<file path="src/rtl/axi_hp_frame_wr.sv">
// AXI3/AXI4 HP write master: moves one AXI-Stream frame into memory as aligned
// INCR bursts of up to BURST_LEN beats. One burst is outstanding at a time, and BRESP is checked.
//
// state  | meaning
// IDLE   | waiting for i_start
// ADDR   | presenting the AW for the current burst
// DATA   | streaming W beats straight from the input stream
// RESP   | waiting for the burst's B response
// DONE   | one-cycle o_done pulse
module axi_hp_frame_wr #(
    parameter int DATA_WIDTH = 64,
    parameter int ADDR_WIDTH = 32,
    parameter int BURST_LEN  = 16,
    parameter int SWAP_BYTES = 0
) (
    input  logic                    i_clk,
    input  logic                    i_rst,
    input  logic                    i_start,
    input  logic [ADDR_WIDTH-1:0]   i_base_addr,
    input  logic [23:0]             i_frame_beats,
    input  logic [DATA_WIDTH-1:0]   S_WR_tdata,
    input  logic                    S_WR_tvalid,
    input  logic                    S_WR_tlast,
    output logic                    S_WR_tready,
    output logic                    o_busy,
    output logic                    o_done,
    output logic                    o_err,
    output logic [7:0]              o_bresp_err_cnt,
    output logic [ADDR_WIDTH-1:0]   m_axi_awaddr,
    output logic [7:0]              m_axi_awlen,
    output logic [2:0]              m_axi_awsize,
    output logic [1:0]              m_axi_awburst,
    output logic                    m_axi_awvalid,
    input  logic                    m_axi_awready,
    output logic [DATA_WIDTH-1:0]   m_axi_wdata,
    output logic [DATA_WIDTH/8-1:0] m_axi_wstrb,
    output logic                    m_axi_wlast,
    output logic                    m_axi_wvalid,
    input  logic                    m_axi_wready,
    input  logic [1:0]              m_axi_bresp,
    input  logic                    m_axi_bvalid,
    output logic                    m_axi_bready
);

    localparam int BYTES      = DATA_WIDTH / 8;
    localparam int SIZE_LOG2  = $clog2(BYTES);
    localparam int ALIGN_BITS = $clog2(BURST_LEN * BYTES);
    localparam logic [ADDR_WIDTH-1:0] ALIGN_MASK = ~((ADDR_WIDTH'(1) << ALIGN_BITS) - ADDR_WIDTH'(1));

    typedef enum logic [2:0] {S_IDLE, S_ADDR, S_DATA, S_RESP, S_DONE} state_t;

    state_t                  state, state_nxt;
    logic [ADDR_WIDTH-1:0]   addr;
    logic [23:0]             remaining;
    logic [8:0]              beat_cnt;
    logic                    err;
    logic [7:0]              err_cnt;
    logic [8:0]              beats;
    logic [8:0]              beats_m1;
    logic                    last_burst;
    logic                    in_data;
    logic                    w_fire;
    logic                    wlast_int;
    logic [DATA_WIDTH-1:0]   data_fmt;

    // remaining < BURST_LEN <= 256 whenever it is selected, so 9 bits hold it
    assign beats      = (remaining >= 24'(BURST_LEN)) ? 9'(BURST_LEN) : remaining[8:0];
    assign beats_m1   = beats - 9'd1;
    assign last_burst = (remaining <= 24'(BURST_LEN));
    assign in_data    = (state == S_DATA);
    assign w_fire     = in_data && S_WR_tvalid && m_axi_wready;
    assign wlast_int  = (beat_cnt == beats_m1);

    generate
        if (SWAP_BYTES != 0) begin : g_swap
            for (genvar b = 0; b < BYTES; b++) begin : g_byte
                assign data_fmt[b*8 +: 8] = S_WR_tdata[(BYTES-1-b)*8 +: 8];
            end
        end else begin : g_noswap
            assign data_fmt = S_WR_tdata;
        end
    endgenerate

    always_ff @(posedge i_clk) begin
        if (i_rst) state <= S_IDLE;
        else       state <= state_nxt;
    end

    always_comb begin
        state_nxt = state;
        case (state)
            S_IDLE: if (i_start) state_nxt = (i_frame_beats != 24'd0) ? S_ADDR : S_DONE;
            S_ADDR: if (m_axi_awready) state_nxt = S_DATA;
            S_DATA: if (w_fire && wlast_int) state_nxt = S_RESP;
            S_RESP: if (m_axi_bvalid) state_nxt = last_burst ? S_DONE : S_ADDR;
            S_DONE: state_nxt = S_IDLE;
            default: state_nxt = S_IDLE;
        endcase
    end

    always_ff @(posedge i_clk) begin
        if (i_rst) begin
            addr      <= '0;
            remaining <= '0;
            beat_cnt  <= '0;
            err       <= 1'b0;
            err_cnt   <= '0;
        end else begin
            case (state)
                S_IDLE: if (i_start) begin
                    addr      <= i_base_addr & ALIGN_MASK;
                    remaining <= i_frame_beats;
                    beat_cnt  <= '0;
                    err       <= 1'b0;
                    err_cnt   <= '0;
                end
                S_DATA: if (w_fire) begin
                    beat_cnt <= wlast_int ? 9'd0 : beat_cnt + 9'd1;
                    // tlast is only audited; the programmed count ends the frame
                    if (S_WR_tlast != (wlast_int && last_burst)) err <= 1'b1;
                end
                S_RESP: if (m_axi_bvalid) begin
                    if (m_axi_bresp != 2'b00) begin
                        err <= 1'b1;
                        if (err_cnt != 8'hFF) err_cnt <= err_cnt + 8'd1;
                    end
                    remaining <= remaining - 24'(beats);
                    addr      <= addr + (ADDR_WIDTH'(beats) << SIZE_LOG2);
                end
                default: ;
            endcase
        end
    end

    assign m_axi_awvalid   = (state == S_ADDR);
    assign m_axi_awaddr    = m_axi_awvalid ? addr : '0;
    assign m_axi_awlen     = m_axi_awvalid ? beats_m1[7:0] : 8'd0;
    assign m_axi_awsize    = 3'(SIZE_LOG2);
    assign m_axi_awburst   = 2'b01;
    assign m_axi_wstrb     = '1;
    assign m_axi_wvalid    = in_data && S_WR_tvalid;
    assign S_WR_tready     = in_data && m_axi_wready;
    assign m_axi_wdata     = in_data ? data_fmt : '0;
    assign m_axi_wlast     = in_data && wlast_int;
    assign m_axi_bready    = (state == S_RESP);
    assign o_busy          = (state == S_ADDR) || (state == S_DATA) || (state == S_RESP);
    assign o_done          = (state == S_DONE);
    assign o_err           = err;
    assign o_bresp_err_cnt = err_cnt;

endmodule

</file>
<file path="config.mk">
export PLATFORM = sky130hd
export DESIGN_NAME = axi_hp_frame_wr
export DESIGN_NICKNAME = d
export VERILOG_FILES = /design/src/rtl/axi_hp_frame_wr.sv
export SDC_FILE = /design/constraint.sdc
export NUM_CORES = 1
export LEC_CHECK = 0
export CORE_ASPECT_RATIO = 1.25
export CORE_MARGIN = 2
export CORE_UTILIZATION = 43
export CTS_CLUSTER_DIAMETER = 100
export DETAILED_ROUTE_END_ITERATION = 16
export GPL_TIMING_DRIVEN = 0
export PLACE_DENSITY_LB_ADDON = 0.08
export SLEW_MARGIN = 20
export SYNTH_ARGS = -nofsm -noshare
export SYNTH_HDL_FRONTEND = slang
export SYNTH_SLANG_ARGS = --single-unit
</file>
<file path="constraint.sdc">
create_clock -name i_clk -period 4.5 [get_ports i_clk]
set_input_delay 0.45 -clock i_clk [delete_from_list [all_inputs] [get_ports i_clk]]
set_output_delay 0.45 -clock i_clk [all_outputs]
set_load 0.01 [all_outputs]
</file>
==> key figures <==
Finish
  – Fin util: 66.7%
  – Area grow syn2layout: 50.8%
  – Layout cells sized above 1: 6.89%
  – Fill cells: 1220
  – # nets final: 1199
  – Final instance area: 8870 sq um
  – Post-Layout Cell Count: 1233
  – Commonest non-fill, non-tap cells in the layout: clkdlybuf4s50_1, and3_1, nor2_1
  – Commonest non-fill, non-tap cell in the layout: clkdlybuf4s50_1

Setup path
  – Setup crit end kind: output pin
  – Worst Setup Start Kind: flop
  – CP Cell Sequence: or4_4, and4b_1, buf_4, buf_6, and3_1, inv_1, ha_1, nor3b_2, mux2i_1, mux2i_1, a32o_2, o211ai_4, nor4bb_4, dlygate4sd2_1
  – Flop2flop setup slack: 0.30 ns
  – Top cell by count, worst path: mux2i_1
  – Max FO, Critical Path: 10
  – Slowest stage delay, CP: 0.58 ns
  – Req. time, crit path: 4.05 ns
  – Critical-path top delay cell: or4_4
  – CP Buf/Inv Count: 4
  – Delay-heaviest family, CP: simple AND/OR/NAND/NOR gates
  – Critical setup path kind: reg -> out
  – Critical path arrival: 3.94 ns

Synthesis
  – Syn Std Cell Area: 5880 sq um
  – Sequential area share after synthesis: 25.2%
  – Async SR Flop Fraction: 0%
  – Cells after synthesis: 786
  – Dominant synthesized flop cell: dfxtp_1
  – EDFF count, synth: 0
  – Yosys warns: 0
  – Syn_area_per_cell: 7.48 sq um
  – Yosys reg bits: 74
  – Distinct cell type count after synthesis: 83

Placement
  – GPL Wtd Cong: 0.983
  – Worst slack, placed: -0.0429 ns
  – Placed Area: 8560 sq um
  – PortBufs: 239
  – Post-DP HPWL: 18700 um
  – Post-placement cell count: 1215

STA
  – Max Slew Vio Count: 0
  – Hold Vio Cnt, Final: 0
  – Highest Clock Rate: 228 MHz
  – Layout Skew: 0.0105 ns
  – Worst slew pin tran: 1.04 ns
  – Final number of setup-violating endpoints: 0
  – Final Cycle Share: 97.6%
  – Fin crit period: 4.39 ns
  – RSZ-0062 raised after global routing: false
  – Worst relative slew slack: 30.3%
  – Setup ws final: 0.109 ns

Pwr
  – PwrDens: 332 nW/um^2
  – Combinational share of power: 48.4%
  – Sequential power share: 28.1%
  – Leakage: 3.50 nW
  – VDD IR-drop max: 0.212 mV
  – P_int: 1.75 mW
  – Switching Share: 40.4%
  – Clock network power share: 23.5%
  – Psw: 1.19 mW
  – Power, Total: 2.94 mW

Floorplanning
  – Starting Density: 44.2%
  – I/O Pins: 263
  – Die ar.: 14600 sq um
  – Rows: 47
  – Chip Width: 109 um
  – Die height: 135 um
  – Core Area: 13300 sq um

Global routing
  – Overall Global Routing Usage: 31.9%
  – First-pass GRT wire length: 35700 um
  – Largest net degree at the start of global routing: 13
  – Initial antenna violation count: 2
  – Grt ovf: 0
  – Vias in the first global route: 6602

Clock tree
  – Post-CTS Hold Buffers: 0
  – Clock sink total: 74
  – Clk root buf: clkbuf_16
  – CTS Buf Count: 9
  – CTS tree: yes
  – CTS H-tree lvls: 3
  – Clk pin slew, worst setup/hold paths: 0.06 ns
  – Clock buffer depth: 2
  – Clk_lat worst skew: 0.34 ns

Min path
  – Worst min-delay path class: reg -> reg

Detailed routing
  – Total number of vias: 7133
  – Detail Route Antenna Nets: 0
  – Iter 0 DRT Violations: 623
  – DRC: 0
  – Post-Route WL: 24200 um
  – Detailed-router iteration count before antenna repair: 6
  – Via/cell ratio: 5.79
  – WL per Instance: 19.6 um

Job
  – Max Cap Viol: 0

Status
  – Status: finished, final reports clean
worst reg2reg max path, cell delays in order (launching register included):
cell      delay [ns]
dfxtp_1         0.36
or4_4           0.58
nand4b_1        0.37
nor2_4          0.31
nand2_1         0.11
inv_1           0.09
ha_1            0.18
inv_1           0.06
fa_1            0.37
nor2b_1         0.17
o21a_1          0.15
o21ai_0         0.13
a21oi_1         0.38
o21ai_1         0.26
o311ai_0        0.43
a21oi_1         0.12
final timing paths:
kind | depth (start not counted) | to | from
setup / recovery | 14 | m_axi_wlast | remaining[5]$_SDFFE_PP0P_
hold reg to reg | 2 | addr[11]$_SDFFE_PP0P_ | addr[11]$_SDFFE_PP0P_
setup reg to reg | 15 | addr[27]$_SDFFE_PP0P_ | remaining[5]$_SDFFE_PP0P_
hold / removal | 2 | addr[11]$_SDFFE_PP0P_ | addr[11]$_SDFFE_PP0P_
registers in the layout, indices dropped and copies added (netlist names):
name             count
o_bresp_err_cnt      8
state                3
beat_cnt             9
addr                29
o_err                1
remaining           24
power by group through the flow:
stage          sequential [mW]  clock (mW)  combinational (mW)
2_1_floorplan            0.811           0               0.847
3_3_place_gp             0.832           0                1.37
3_5_place_dp             0.834           0                1.38
4_1_cts                  0.820       0.692                1.40
5_1_grt                  0.836       0.728                1.52
6_report                 0.826       0.693                1.42
synth_stat cells, drive strengths merged (18+ instances only):
library cell	n	area, sq um
dfxtp	74	1480
a221oi	18	158
clkbuf	48	180
a21oi	58	298
nand2	63	239
buf	23	175
nor3	29	186
inv	18	67.6
o21ai	26	145
nand3	37	185
mux2i	37	370
nor2	77	297
and3	78	489
and2	31	196
layer usage:
metal / part of all wire, % / wire length, um / global-route usage, %
met1: 36 / 8810 / 36.2
met2: 48 / 11600 / 55.0
met3: 11 / 2620 / 7.00
met4: 4.8 / 1170 / 17.7
met5: 0 / 0 / 0
repair_timing:
item | CTS | global route
setup endpoints to repair | 1 | 1
buffers inserted | 0 | 0
gates resized for setup | 5 | 1
endpoints found under the hold margin | 0 | 0
cell families after synthesis:
family | synth area share, %
mux | 6.30
xor+xnor | 3.28
simple gates | 35.1
buf+inv | 7.26
compound gates | 19.6
fa+ha+maj | 3.11
other cells | 0.128
flops | 25.2
area by class of cell:
type | instances | area, sq um | area share (%)
Antenna cell | 2 | 5.00 | 0.0564
Multi-Input combinational cell | 641 | 4070 | 45.9
Buffer | 71 | 355 | 4.01
Sequential cell | 74 | 1480 | 16.7
Clock buffer | 12 | 256 | 2.89
Clock inverter | 4 | 26.3 | 0.296
Timing Repair Buffer | 239 | 2390 | 27.0
Inverter | 19 | 71.3 | 0.804
Tap cell | 171 | 214 | 2.41
through the flow:
step | hold WS [ns] | TNS [ns]
global route | 0.526 | 0
floorplan | 0.449 | 0
global placement | 0.465 | 0
detailed placement | 0.478 | -0.0429
finish | 0.490 | 0
CTS | 0.491 | 0
Note: power is estimated with default switching activity, not from simulation.
